File: config.mk
export PLATFORM = sky130hd
export DESIGN_NAME = seq_divider_flat
export DESIGN_NICKNAME = d
export VERILOG_FILES = /design/src/rtl/seq_divider_pkg.sv /design/src/rtl/seq_divider_if.sv /design/src/rtl/seq_divider_div_step.sv /design/src/rtl/seq_divider.sv /design/src/flat_wrapper.sv
export SDC_FILE = /design/constraint.sdc
export NUM_CORES = 1
export LEC_CHECK = 0
export BUFFER_PORTS_ARGS = -buffer_cell sky130_fd_sc_hd__buf_2
export CAP_MARGIN = 10
export CORE_MARGIN = 3
export CORE_UTILIZATION = 35
export DETAILED_ROUTE_END_ITERATION = 10
export GPL_TIMING_DRIVEN = 0
export PLACE_DENSITY_LB_ADDON = 0.05
export SLEW_MARGIN = 25
export SYNTH_ARGS = -nofsm -noshare
export SYNTH_HDL_FRONTEND = slang
export SYNTH_SLANG_ARGS = --single-unit
File: constraint.sdc
create_clock -name clk -period 2 [get_ports clk]
set_clock_uncertainty 0.2 [all_clocks]
set_input_delay 0.3 -clock clk [delete_from_list [all_inputs] [get_ports clk]]
set_output_delay 0.3 -clock clk [all_outputs]
set_load 0.03 [all_outputs]
File: src/rtl/seq_divider_pkg.sv
// ============================================================================
// Module : seq_divider_pkg
// Brief  : Shared types and constants for the iterative restoring divider.
// Rev    : 1.0 - initial release
// ============================================================================
`default_nettype none

package seq_divider_pkg;

  localparam int DEFAULT_N = 4;

  typedef enum logic [1:0] {
    IDLE = 2'd0,
    RUN  = 2'd1,
    DONE = 2'd2
  } state_e;

endpackage

`default_nettype wire

File: src/rtl/seq_divider_if.sv
// ============================================================================
// Module : seq_divider_if
// Brief  : Start/ready request and valid/ready result bundle for seq_divider.
// Rev    : 1.0 - initial release
// ============================================================================
`default_nettype none

interface seq_divider_if
  import seq_divider_pkg::*;
#(
  parameter int N = DEFAULT_N
);

  logic           start;
  logic [2*N-1:0] dividend;
  logic [N-1:0]   divisor;
  logic           in_ready;
  logic           out_valid;
  logic           out_ready;
  logic [2*N-1:0] quotient;
  logic [N-1:0]   remainder;
  logic           dbz;

  modport master (
    output start, dividend, divisor, out_ready,
    input  in_ready, out_valid, quotient, remainder, dbz
  );

  modport slave (
    input  start, dividend, divisor, out_ready,
    output in_ready, out_valid, quotient, remainder, dbz
  );

endinterface

`default_nettype wire

File: src/rtl/seq_divider_div_step.sv
// ============================================================================
// Module : div_step
// Brief  : One combinational restoring-division step (shift, trial subtract).
// Rev    : 1.0 - initial release
// ============================================================================
`default_nettype none

module div_step #(
  parameter int N = 4
) (
  input  wire logic [N:0]   r,
  input  wire logic         q_in,
  input  wire logic [N-1:0] d,
  output logic      [N:0]   r_next,
  output logic              q_bit
);

  logic [N:0]   w_shift;
  logic [N+1:0] w_diff;
  logic         w_ge;

  assign w_shift = {r[N-1:0], q_in};
  assign w_diff  = {1'b0, w_shift} - {2'b00, d};
  // A set r[N] means the shifted value exceeds any N-bit divisor.
  assign w_ge    = r[N] | ~w_diff[N+1];

  assign q_bit  = w_ge;
  assign r_next = w_ge ? w_diff[N:0] : w_shift;

endmodule

`default_nettype wire

File: src/rtl/seq_divider.sv
// ============================================================================
// Module : seq_divider
// Brief  : Iterative restoring unsigned divider, 2N/N -> 2N quotient, N rem.
//          Optional macro DIV_ZERO_CHECK_EN: zero-divisor early exit with dbz.
// Rev    : 1.0 - initial release
// ============================================================================
`default_nettype none

module seq_divider
  import seq_divider_pkg::*;
#(
  parameter int N = DEFAULT_N
) (
  input  wire logic    clk,
  input  wire logic    rst_n,
  seq_divider_if.slave bus
);

  localparam int CW = $clog2(2*N+1);
  localparam logic [1:0]    C_IDLE = IDLE;
  localparam logic [1:0]    C_RUN  = RUN;
  localparam logic [1:0]    C_DONE = DONE;
  localparam logic [CW-1:0] C_LAST = CW'(2*N-1);

  logic [1:0]     r_state;
  logic [2*N-1:0] r_q;
  logic [N:0]     r_rem;
  logic [N-1:0]   r_d;
  logic [CW-1:0]  r_cnt;
  logic [N:0]     w_rnext;
  logic           w_qbit;

  div_step #(.N(N)) u_step (
    .r      (r_rem),
    .q_in   (r_q[2*N-1]),
    .d      (r_d),
    .r_next (w_rnext),
    .q_bit  (w_qbit)
  );

`ifdef DIV_ZERO_CHECK_EN
  logic r_dbz;
`endif

  always_ff @(posedge clk or negedge rst_n) begin
    if (!rst_n) begin
      r_state <= C_IDLE;
      r_q     <= '0;
      r_rem   <= '0;
      r_d     <= '0;
      r_cnt   <= '0;
`ifdef DIV_ZERO_CHECK_EN
      r_dbz   <= 1'b0;
`endif
    end else begin
      case (r_state)
        C_IDLE: begin
          if (bus.start) begin
            r_q     <= bus.dividend;
            r_rem   <= '0;
            r_d     <= bus.divisor;
            r_cnt   <= '0;
            r_state <= C_RUN;
`ifdef DIV_ZERO_CHECK_EN
            r_dbz   <= (bus.divisor == '0);
`endif
          end
        end
        C_RUN: begin
`ifdef DIV_ZERO_CHECK_EN
          if (r_dbz) begin
            // Dividend still sits untouched in r_q on the first RUN cycle.
            r_q     <= '1;
            r_rem   <= {1'b0, r_q[N-1:0]};
            r_state <= C_DONE;
          end else
`endif
          begin
            r_q   <= {r_q[2*N-2:0], w_qbit};
            r_rem <= w_rnext;
            r_cnt <= r_cnt + CW'(1);
            if (r_cnt == C_LAST) r_state <= C_DONE;
          end
        end
        C_DONE: begin
          if (bus.out_ready) r_state <= C_IDLE;
        end
        default: r_state <= C_IDLE;
      endcase
    end
  end

  assign bus.in_ready  = (r_state == C_IDLE);
  assign bus.out_valid = (r_state == C_DONE);
  assign bus.quotient  = r_q;
  assign bus.remainder = r_rem[N-1:0];
`ifdef DIV_ZERO_CHECK_EN
  assign bus.dbz       = r_dbz;
`else
  assign bus.dbz       = 1'b0;
`endif

endmodule

`default_nettype wire

File: src/flat_wrapper.sv
// flat-port wrapper written by rule: the top's interface ports become plain ports
module seq_divider_flat import seq_divider_pkg::*;
#(
  parameter int N = DEFAULT_N
)
  (clk, rst_n, bus_start, bus_dividend, bus_divisor, bus_out_ready, bus_in_ready, bus_out_valid, bus_quotient, bus_remainder, bus_dbz);
  seq_divider_if #(.N(N)) bus_i ();
  input  wire logic clk;
  input  wire logic rst_n;
  input wire logic [$bits(bus_i.start)-1:0] bus_start;
  input wire logic [$bits(bus_i.dividend)-1:0] bus_dividend;
  input wire logic [$bits(bus_i.divisor)-1:0] bus_divisor;
  input wire logic [$bits(bus_i.out_ready)-1:0] bus_out_ready;
  output wire logic [$bits(bus_i.in_ready)-1:0] bus_in_ready;
  output wire logic [$bits(bus_i.out_valid)-1:0] bus_out_valid;
  output wire logic [$bits(bus_i.quotient)-1:0] bus_quotient;
  output wire logic [$bits(bus_i.remainder)-1:0] bus_remainder;
  output wire logic [$bits(bus_i.dbz)-1:0] bus_dbz;
  assign bus_i.start = bus_start;
  assign bus_i.dividend = bus_dividend;
  assign bus_i.divisor = bus_divisor;
  assign bus_i.out_ready = bus_out_ready;
  assign bus_in_ready = bus_i.in_ready;
  assign bus_out_valid = bus_i.out_valid;
  assign bus_quotient = bus_i.quotient;
  assign bus_remainder = bus_i.remainder;
  assign bus_dbz = bus_i.dbz;
  seq_divider #(.N(N)) u_core (.clk(clk), .rst_n(rst_n), .bus(bus_i));
endmodule
==> results.ini, run 1 <==
[status]
outcome = finished, final reports clean

[place]
routabilityCongestion = 0.817
pre_cts_ws_ns = -0.0909
hpwl_um = 2010
port_buffers = 29

[power]
p_sw_share_pct = 45.7
power_density_nw_per_um2 = 1930
ir_drop_mv = 1.05
pwr-share-seq_pct = 28.7
leakage_nw = 0.739
power.share.clock_pct = 6.9
combPwrFrac_pct = 64.4
intPower_mw = 1.69
p_sw_mw = 1.42

[synthesis]
syn_inst = 132
synthSimpleGateAreaFrac_pct = 20.3
synth_area_per_cell_um2 = 9.18
yosysSeqAreaShare_pct = 47.5
synthMuxAreaShare_pct = 0
syn_nets = 154
synthXorXnorAreaFrac_pct = 1.44
synthAdderAreaFrac_pct = 6.81
synth-compound-area-share_pct = 16.4
ys_types = 33
syn_area_um2 = 1210
synth_top_family_by_area = simple AND/OR/NAND/NOR gates
yosysWarnings = 0
synth-seq-cells = 23

[floorplanning]
start_util_pct = 38.1
core_um2 = 3180
die_y_um = 64.9
io_pins = 31
num_rows = 20
fp.dieArea_um2 = 4210
die_w_um = 64.9

[global_routing]
grt_max_degree = 24
antenna_found_initial = 0
use_met3_pct = 3.64
busiest_layer = met2
grt-ovfl-total = 0
grt_use_total_pct = 14.5
grt_pass1_vias = 1027
met1_usage_pct = 20.3
grt_pass1_wl_um = 4800
grt_use_met2_pct = 22.7

[setup_path]
start_kind = flip-flop
worst-r2r-setup-slack_ns = 0.01
crit_chain = inv_2 -> ha_4 -> nor2b_4 -> o31a_1 -> or3_1 -> a32o_1
cp_max_fo = 2
critPathRequiredTime_ns = 2.01
cp_slowest_stage_delay_ns = 0.40
slowest_stage = dfrtp_1
path_class = flip-flop to flip-flop
endpoint_kind = flip-flop
arrival_ns = 2.00
cp_num_buf_inv = 1
critical_path.top_delay_family = compound AO/OA/AOI/OAI gates

[detailed_routing]
wl_per_cell_um = 12.8
via_per_inst = 4.85
drt_iter0_drc = 57
drcViolationCount = 0
antenna_left = 0
first_pass_iters = 4
vias = 1077
wirelength_um = 2850

[sta]
hold_viol_final = 0
timing.fmax_ghz = 0.503
period_needed_ns = 1.99
slew_violations = 0
fin_ws_ns = 0.0117
grt_setup_unrepaired = true
final.period_utilization_pct = 99.4
worst_pin_slew_ns = 0.662
setup_tns_ns = 0
setup_viol = 0
relSlewSlack_pct = 55.7

[clocking]
ctsRootBufferMaster = clkbuf_4
cts-htree-levels = 1
cts_buffers = 3
clock_path_buffers = 2
path_clk_slew_ns = 0.13
clkSinkCount = 23
clkLatencyLatePin_ns = 0.31
cts_tree = done

[cells_and_area]
diodes = 0
finalNetCount = 201
syn_to_final_growth_pct = 32.8
drive_above_1_share_pct = 32.6

[job]
max-cap-violations = 0

[hold_path]
hp-class = input port to flip-flop

[worst min-delay path, stage by stage]
cell and delay [ns]:
buf_2 0.08, a22oi_1 0.06, o21ai_0 0.07
[kinds of logic (layout without fill, tap and decap cells)]
group | after synthesis | count (layout)
adder cells (fa/ha/maj) | 6 | 6
buffers and inverters | 17 | 63
XOR/XNOR | 2 | 2
other | 1 | 1
AO/OA/AOI/OAI | 31 | 31
flip-flops | 23 | 23
AND/OR/NAND/NOR | 52 | 52
[registers in the layout, summed over array words and instances (netlist names)]
register and flops:
u_core.bus.quotient 8, u_core.r_rem 5, u_core.r_cnt 4, u_core.r_d 4, u_core.r_state 2
[final cells by class]
type / instances / area [um^2]
Buffer: 11 / 65.1
Clock buffer: 3 / 22.5
Clock inverter: 1 / 5.00
Fill cell: 323 / 1570
Inverter: 6 / 22.5
Multi-Input combinational cell: 92 / 603
Sequential cell: 23 / 577
Tap cell: 44 / 55.1
Timing Repair Buffer: 42 / 260
[metrics by stage]
step | power, mW | area, um^2 | cells | utilization (%) | hold slack (ns)
finish | 3.11 | 1610 | 222 | 50.7 | 0.0186
global placement | 2.56 | 1410 | 205 | 44.4 | 0.111
CTS | 3.02 | 1580 | 220 | 49.6 | 0.00852
floorplan | 2.18 | 1210 | 132 | - | -0.196
detailed placement | 2.60 | 1410 | 205 | 44.4 | 0.111
global route | 3.41 | 1610 | 222 | 50.7 | 0.0209
[final timing paths]
path | cells after the start | from | end
worst max-delay path | 6 | u_core.r_d[1] | u_core.r_rem[2]
worst min-delay path | 3 | bus_dividend[7] | u_core.bus.quotient[7]
worst max register to register | 6 | u_core.r_d[1] | u_core.r_rem[2]
worst min register to register | 1 | u_core.r_cnt[3] | u_core.r_cnt[3]
max in group asynchronous | 2 | rst_n | u_core.r_rem[0]
min in group asynchronous | 2 | rst_n | u_core.bus.quotient[2]
[power groups by stage]
stage / sequential, mW / combinational (mW) / clock, mW
floorplan: 0.993 / 1.19 / 0
global placement: 0.882 / 1.67 / 0
detailed placement: 0.896 / 1.70 / 0
CTS: 0.888 / 1.90 / 0.227
global route: 0.926 / 2.23 / 0.245
finish: 0.892 / 2.00 / 0.215
[cells in the mapped netlist]
master,number,area (um^2)
dfrtp_1,23,576
nand4b_1,1,8.76
a21o_1,1,7.51
nand3_1,6,30.0
buf_4,6,45.0
inv_1,6,22.5
nor4b_1,1,8.76
conb_1,1,3.75
o21ai_0,13,65.1
o31a_1,1,8.76
a22o_1,1,8.76
or3_1,2,12.5
xnor2_1,2,17.5
or4_1,1,7.51
o21a_1,1,7.51
ha_1,5,62.6
nor3_1,1,5.00
buf_2,1,5.00
or3b_2,1,8.76
a32oi_1,1,8.76
a22oi_1,5,37.5
o31ai_1,2,15.0
nor2b_1,3,18.8
a21oi_1,1,5.00
fa_1,1,20.0
clkbuf_1,4,15.0
nor3b_1,1,7.51
a32o_1,1,10.0
nand2_1,18,67.6
nor2_1,14,52.6
nand4_1,1,6.26
nand2b_1,2,12.5
o22ai_1,4,25.0
[layer usage]
layer	wire length (um)	part of all wire, %	vias up
met4	19	0.67	0
met1	1390	49	499
met2	1300	46	29
li1	-	-	547
met5	0	0	-
met3	140	4.9	2
[cells in the final DEF, fill, tap and decap left out, types with 4 or more instances in the layout]
cell type	netlist	layout
buf_2	1	30
dfrtp_1	23	22
nand2_1	18	18
nor2_1	14	14
o21ai_0	13	13
buf_4	6	12
dlygate4sd3_1	0	7
nand3_1	6	6
a22oi_1	5	5
clkbuf_1	4	4
o22ai_1	4	4
[what timing repair did]
action                                  in CTS  in global routing
pin swaps                                    5                  6
endpoints found under the hold margin       29                  0
cloned                                       0                  0
setup buffers                                4                  2
endpoints found under the setup margin       2                  5
hold buffers                                 7                  0
gates resized for setup                      9                  4
Note: power is estimated with default switching activity, not from simulation.
==> run 2: changes to the inputs <==
==> constraint.sdc (replaced) <==
create_clock -name clk -period 2.2 [get_ports clk]
set_clock_uncertainty 0.2 [all_clocks]
set_input_delay 0.33 -clock clk [delete_from_list [all_inputs] [get_ports clk]]
set_output_delay 0.33 -clock clk [all_outputs]
set_load 0.03 [all_outputs]
==> results.ini, run 2 (synthesis gave the netlist of run 1 again) <==
[setup_path]
crit_chain = ha_1 -> nor2b_1 -> o31a_1 -> or3_1 -> a32o_1  ; was inv_2 -> ha_4 -> nor2b_4 -> o31a_1 -> or3_1 -> a32o_1
cp_slowest_stage_delay_ns = 0.47  ; was 0.40 ns
cp_max_fo = 8  ; was 2
start_kind = flip-flop  ; unchanged
arrival_ns = 2.10  ; was 2.00 ns
path_class = flip-flop to flip-flop  ; unchanged
slowest_stage = dfrtp_2  ; was dfrtp_1
r2r-start = u_core.r_rem[0]  ; was u_core.r_d[1]
setup.worst_path.start = u_core.r_rem[0]  ; was u_core.r_d[1]
cp_num_buf_inv = 0  ; was 1
critical_path.top_delay_family = compound AO/OA/AOI/OAI gates  ; unchanged
critPathRequiredTime_ns = 2.21  ; was 2.01 ns
endpoint_kind = flip-flop  ; unchanged

[power]
ir_drop_mv = 0.829  ; was 1.05 mV
power_density_nw_per_um2 = 1740  ; was 1930 nW/um^2
leakage_nw = 0.686  ; was 0.739 nW

[floorplanning]
die_w_um = 64.9  ; unchanged
fp.dieArea_um2 = 4210  ; unchanged
num_rows = 20  ; unchanged
core_um2 = 3180  ; unchanged
io_pins = 31  ; unchanged
die_y_um = 64.9  ; unchanged
start_util_pct = 38.1  ; unchanged

[clocking]
cts_buffers = 3  ; unchanged
cts-htree-levels = 1  ; unchanged
ctsRootBufferMaster = clkbuf_4  ; unchanged
cts_tree = done  ; unchanged
clkLatencyLatePin_ns = 0.31  ; about the same
clock_path_buffers = 2  ; unchanged
clkSinkCount = 23  ; unchanged
path_clk_slew_ns = 0.13  ; about the same

[cells_and_area]
largest_register_ff_count = 8  ; unchanged
syn_to_final_growth_pct = 20.5  ; was 32.8%
diodes = 0  ; unchanged
most-common-layout-cells = buf_2 (30), dfrtp_1 (22), nand2_1 (18)  ; unchanged
drive_above_1_share_pct = 25.1  ; was 32.6%
finalNetCount = 190  ; was 201
final_common_cell = buf_2  ; unchanged

[sta]
grt_setup_unrepaired = false  ; was true
relSlewSlack_pct = 57.4  ; was 55.7%
final.period_utilization_pct = 94.9  ; was 99.4%
worst_pin_slew_ns = 0.637  ; was 0.662 ns
setup_viol = 0  ; unchanged
timing.fmax_ghz = 0.479  ; was 0.503 GHz
period_needed_ns = 2.09  ; was 1.99 ns
slew_violations = 0  ; unchanged
hold_viol_final = 0  ; unchanged
holdWs_ns = 0.0174  ; was 0.0186 ns
setup_tns_ns = 0  ; unchanged

[place]
routabilityCongestion = 0.817  ; unchanged
hpwl_um = 2010  ; unchanged
port_buffers = 29  ; unchanged

[global_routing]
grt-ovfl-total = 0  ; unchanged
antenna_found_initial = 0  ; unchanged
grt_pass1_vias = 979  ; was 1027
grt_use_total_pct = 13.6  ; was 14.5%
grt_pass1_wl_um = 4510  ; was 4800 um
grt_max_degree = 24  ; unchanged

[detailed_routing]
first_pass_iters = 4  ; unchanged
antenna_left = 0  ; unchanged
vias = 1026  ; was 1077
via_per_inst = 4.86  ; was 4.85
wl_per_cell_um = 12.4  ; was 12.8 um
drt_iter0_drc = 63  ; was 57
wirelength_um = 2630  ; was 2850 um
drcViolationCount = 0  ; unchanged

[hold_path]
hp-class = input port to flip-flop  ; unchanged
hold_start = bus_divisor[2]  ; was bus_dividend[7]

[job]
max-cap-violations = 0  ; unchanged

[status]
outcome = finished, final reports clean  ; unchanged

[run 2: cell count changes in the layout (fill, tap and decap cells not counted), moves of 3 or more]
cell / previous run / this run
buf_4: 12 / 6
dlygate4sd3_1: 7 / 2
ha_1: 1 / 5
ha_4: 3 / 0
inv_1: 3 / 6
inv_2: 3 / 0
[run 2: final timing paths]
path / cells after the start / endpoint / slack (ns)
min reg2reg: 2 / u_core.r_d[0] / 0.30
max: 5 / u_core.r_rem[2] / 0.11
min in group asynchronous: 2 / u_core.r_rem[2] / 0.31
min: 3 / u_core.r_d[2] / 0.02
max reg2reg: 5 / u_core.r_rem[2] / 0.11
max in group asynchronous: 2 / u_core.r_rem[0] / 1.11
[run 2: through the flow]
step | std cells | setup slack, ns | utilization, % | area (um^2) | total power [mW]
2_1_floorplan | 132 | 0.216 | - | 1210 | 1.98
3_3_place_gp | 205 | 0.121 | 44.4 | 1410 | 2.32
3_5_place_dp | 205 | 0.109 | 44.4 | 1410 | 2.36
4_1_cts | 211 | 0.0792 | 45.9 | 1460 | 2.57
5_1_grt | 211 | 0.00198 | 46.0 | 1460 | 2.80
6_report | 211 | 0.111 | 46.0 | 1460 | 2.54
[run 2: layer usage]
layer  routed length [um]  up-vias  GRT usage [%]
li1                     -      528              -
met1                 1320      470           19.6
met2                 1170       26           20.4
met3                  115        2           3.64
met4                   19        0           2.37
met5                    0        -              0
[run 2: tightest hold or removal path, stage by stage]
cell and delay, ns:
buf_2 0.07, nand2_1 0.03, o21ai_0 0.06
[run 2: area by class of cell]
type,count,area [um^2]
Sequential cell,23,577
Tap cell,44,55.1
Clock buffer,3,22.5
Multi-Input combinational cell,92,549
Inverter,6,22.5
Fill cell,329,1720
Timing Repair Buffer,31,165
Clock inverter,1,5.00
Buffer,11,65.1
[run 2: timing repair]
action / CTS / global route
endpoints found under the setup margin: 0 / 1
hold buffers: 2 / 0
buffers inserted: 0 / 0
hold endpoints to repair: 24 / 0
resized for setup: 0 / 1
[run 2: report_power, final]
part           total, mW  switching (mW)  internal [mW]  leakage [nW]
logic               1.54           0.909          0.630         0.396
registers          0.805           0.165          0.639         0.273
clock network      0.192           0.125         0.0679        0.0177
total               2.54            1.20           1.34         0.686
==> run 3: changes to the inputs <==
--- a/config.mk
+++ b/config.mk
@@ -7,12 +7,12 @@
 export LEC_CHECK = 0
 export BUFFER_PORTS_ARGS = -buffer_cell sky130_fd_sc_hd__buf_2
 export CAP_MARGIN = 10
+export CORE_ASPECT_RATIO = 0.8
 export CORE_MARGIN = 3
 export CORE_UTILIZATION = 35
 export DETAILED_ROUTE_END_ITERATION = 10
 export GPL_TIMING_DRIVEN = 0
 export PLACE_DENSITY_LB_ADDON = 0.05
-export SLEW_MARGIN = 25
 export SYNTH_ARGS = -nofsm -noshare
 export SYNTH_HDL_FRONTEND = slang
 export SYNTH_SLANG_ARGS = --single-unit
==> constraint.sdc (replaced) <==
create_clock -name clk -period 2.6 [get_ports clk]
set_clock_uncertainty 0.2 [all_clocks]
set_input_delay 0.39 -clock clk [delete_from_list [all_inputs] [get_ports clk]]
set_output_delay 0.39 -clock clk [all_outputs]
set_load 0.03 [all_outputs]
==> results.ini, run 3 (synthesis gave the netlist of run 1 again) <==
[floorplanning]
io_pins = 31  ; unchanged
num_rows = 18  ; was 20
fp.dieArea_um2 = 4210  ; about the same
die_y_um = 58.6  ; was 64.9 um
core_um2 = 3200  ; was 3180 um^2
start_util_pct = 37.9  ; was 38.1%
die_w_um = 71.8  ; was 64.9 um

[job]
max-cap-violations = 0  ; unchanged

[power]
intPower_mw = 1.18  ; was 1.34 mW
combPwrFrac_pct = 59.2  ; was 60.7%
power.share.clock_pct = 9.9  ; was 7.6%
ir_drop_mv = 0.519  ; was 0.829 mV
p_sw_mw = 1.02  ; was 1.20 mW
power_density_nw_per_um2 = 1500  ; was 1740 nW/um^2
pwr-share-seq_pct = 30.9  ; was 31.7%
p_sw_share_pct = 46.3  ; was 47.3%
leakage_nw = 0.688  ; was 0.686 nW

[clocking]
cts_resized = 0  ; unchanged
cts_buffers = 3  ; unchanged
ctsRootBufferMaster = clkbuf_8  ; was clkbuf_4
clkLatencyLatePin_ns = 0.26  ; was 0.31 ns
clkSinkCount = 23  ; unchanged
cts-htree-levels = 1  ; unchanged
cts_tree = done  ; unchanged
clock_path_buffers = 2  ; unchanged
cts_setup_buffers = 0  ; unchanged
path_clk_slew_ns = 0.08  ; was 0.13 ns

[global_routing]
grt_use_total_pct = 13.7  ; was 13.6%
grt-ovfl-total = 0  ; unchanged
antenna_found_initial = 0  ; unchanged
grt_pass1_vias = 969  ; was 979
grt_max_degree = 24  ; unchanged
grt_pass1_wl_um = 4520  ; was 4510 um

[cells_and_area]
drive_above_1_share_pct = 24.1  ; was 25.1%
final_common_cell = buf_2  ; unchanged
most-common-layout-cells = buf_2 (30), dfrtp_1 (23), nand2_1 (18)  ; was buf_2 (30), dfrtp_1 (22), nand2_1 (18)
finalNetCount = 189  ; was 190
largest_register_ff_count = 8  ; unchanged
diodes = 0  ; unchanged
syn_to_final_growth_pct = 20.6  ; was 20.5%

[detailed_routing]
via_per_inst = 4.88  ; was 4.86
first_pass_iters = 4  ; unchanged
drcViolationCount = 0  ; unchanged
wl_per_cell_um = 12.8  ; was 12.4 um
vias = 1005  ; was 1026
antenna_left = 0  ; unchanged
drt_iter0_drc = 28  ; was 63
wirelength_um = 2630  ; about the same

[sta]
hold_viol_final = 0  ; unchanged
period_needed_ns = 2.09  ; about the same
setup_viol = 0  ; unchanged
final.period_utilization_pct = 80.2  ; was 94.9%
timing.fmax_ghz = 0.479  ; about the same
relSlewSlack_pct = 56.7  ; was 57.4%
worst_pin_slew_ns = 0.648  ; was 0.637 ns
grt_setup_unrepaired = false  ; unchanged
holdWs_ns = 0.122  ; was 0.0174 ns
slew_violations = 0  ; unchanged
setup_tns_ns = 0  ; unchanged

[setup_path]
cp_max_fo = 8  ; unchanged
path_class = flip-flop to flip-flop  ; unchanged
r2r-start = u_core.r_rem[0]  ; unchanged
critPathRequiredTime_ns = 2.55  ; was 2.21 ns
rr_endpoint = u_core.r_rem[2]  ; unchanged
r2r_cells = 5  ; unchanged
endpoint_kind = flip-flop  ; unchanged
arrival_ns = 2.04  ; was 2.10 ns
worst-r2r-setup-slack_ns = 0.51  ; was 0.11 ns
start_kind = flip-flop  ; unchanged
setup.worst_path.start = u_core.r_rem[0]  ; unchanged

[hold_path]
hold_start = bus_divisor[0]  ; was bus_divisor[2]
whs_endpoint = u_core.r_d[0]  ; was u_core.r_d[2]
hp-class = input port to flip-flop  ; unchanged
min_delay_path_depth = 3  ; unchanged

[status]
outcome = finished, final reports clean  ; unchanged

[place]
hpwl_um = 2000  ; was 2010 um
port_buffers = 29  ; unchanged
routabilityCongestion = 0.690  ; was 0.817

-- run 3: final cells by class --
type | count | area (um^2)
clock buffers | 4 | 45.0
plain buffers | 11 | 65.1
repair buffers | 30 | 155
well taps | 40 | 50.0
inverters | 6 | 22.5
multi-input cells | 92 | 549
fillers | 324 | 1740
flip-flops and latches | 23 | 576
-- run 3: worst max path at each step --
| stage | end | cells past startpoint |
|---|---|---|
| floorplan | u_core.r_rem[2] | 5 |
| global placement | u_core.r_rem[2] | 5 |
| detailed placement | u_core.r_rem[2] | 5 |
| CTS | u_core.r_rem[2] | 5 |
| global route | u_core.r_rem[4] | 8 |
| finish | u_core.r_rem[2] | 5 |
-- run 3: metal layers --
metal | share of wire (%) | up-vias | global-route usage (%)
li1 | - | 523 | -
met1 | 51 | 459 | 19.6
met2 | 44 | 21 | 20.8
met3 | 4.7 | 2 | 4.27
met4 | 0.65 | 0 | 2.41
met5 | 0 | - | 0
-- run 3: power groups by stage --
| stage | Combinational, mW | Clock [mW] | Sequential [mW] |
|---|---|---|---|
| after floorplan | 0.913 | 0 | 0.764 |
| after global placement | 1.30 | 0 | 0.680 |
| after detailed placement | 1.31 | 0 | 0.687 |
| after CTS | 1.32 | 0.227 | 0.680 |
| after global routing | 1.46 | 0.244 | 0.709 |
| final | 1.30 | 0.218 | 0.678 |
-- run 3: what timing repair did --
item	4_1_cts	5_1_grt
hold buffers	1	0
hold endpoints to repair	23	0
setup endpoints to repair	0	0
-- run 3: worst max-delay path: stages, from the launching register on --
cell	delay, ns
dfrtp_1	0.45
ha_1	0.30
nor2b_1	0.14
o31a_1	0.32
or3_1	0.33
a32o_1	0.25
-- run 3: stage by stage --
stage / instance area, um^2 / std cells / setup slack (ns) / power [mW] / util, %
global placement: 1410 / 201 / 0.516 / 1.98 / 44.0
CTS: 1460 / 206 / 0.502 / 2.23 / 45.7
finish: 1460 / 206 / 0.514 / 2.20 / 45.7
detailed placement: 1410 / 201 / 0.510 / 2.00 / 44.0
global route: 1460 / 206 / 0.435 / 2.42 / 45.7
floorplan: 1210 / 132 / 0.616 / 1.68 / -
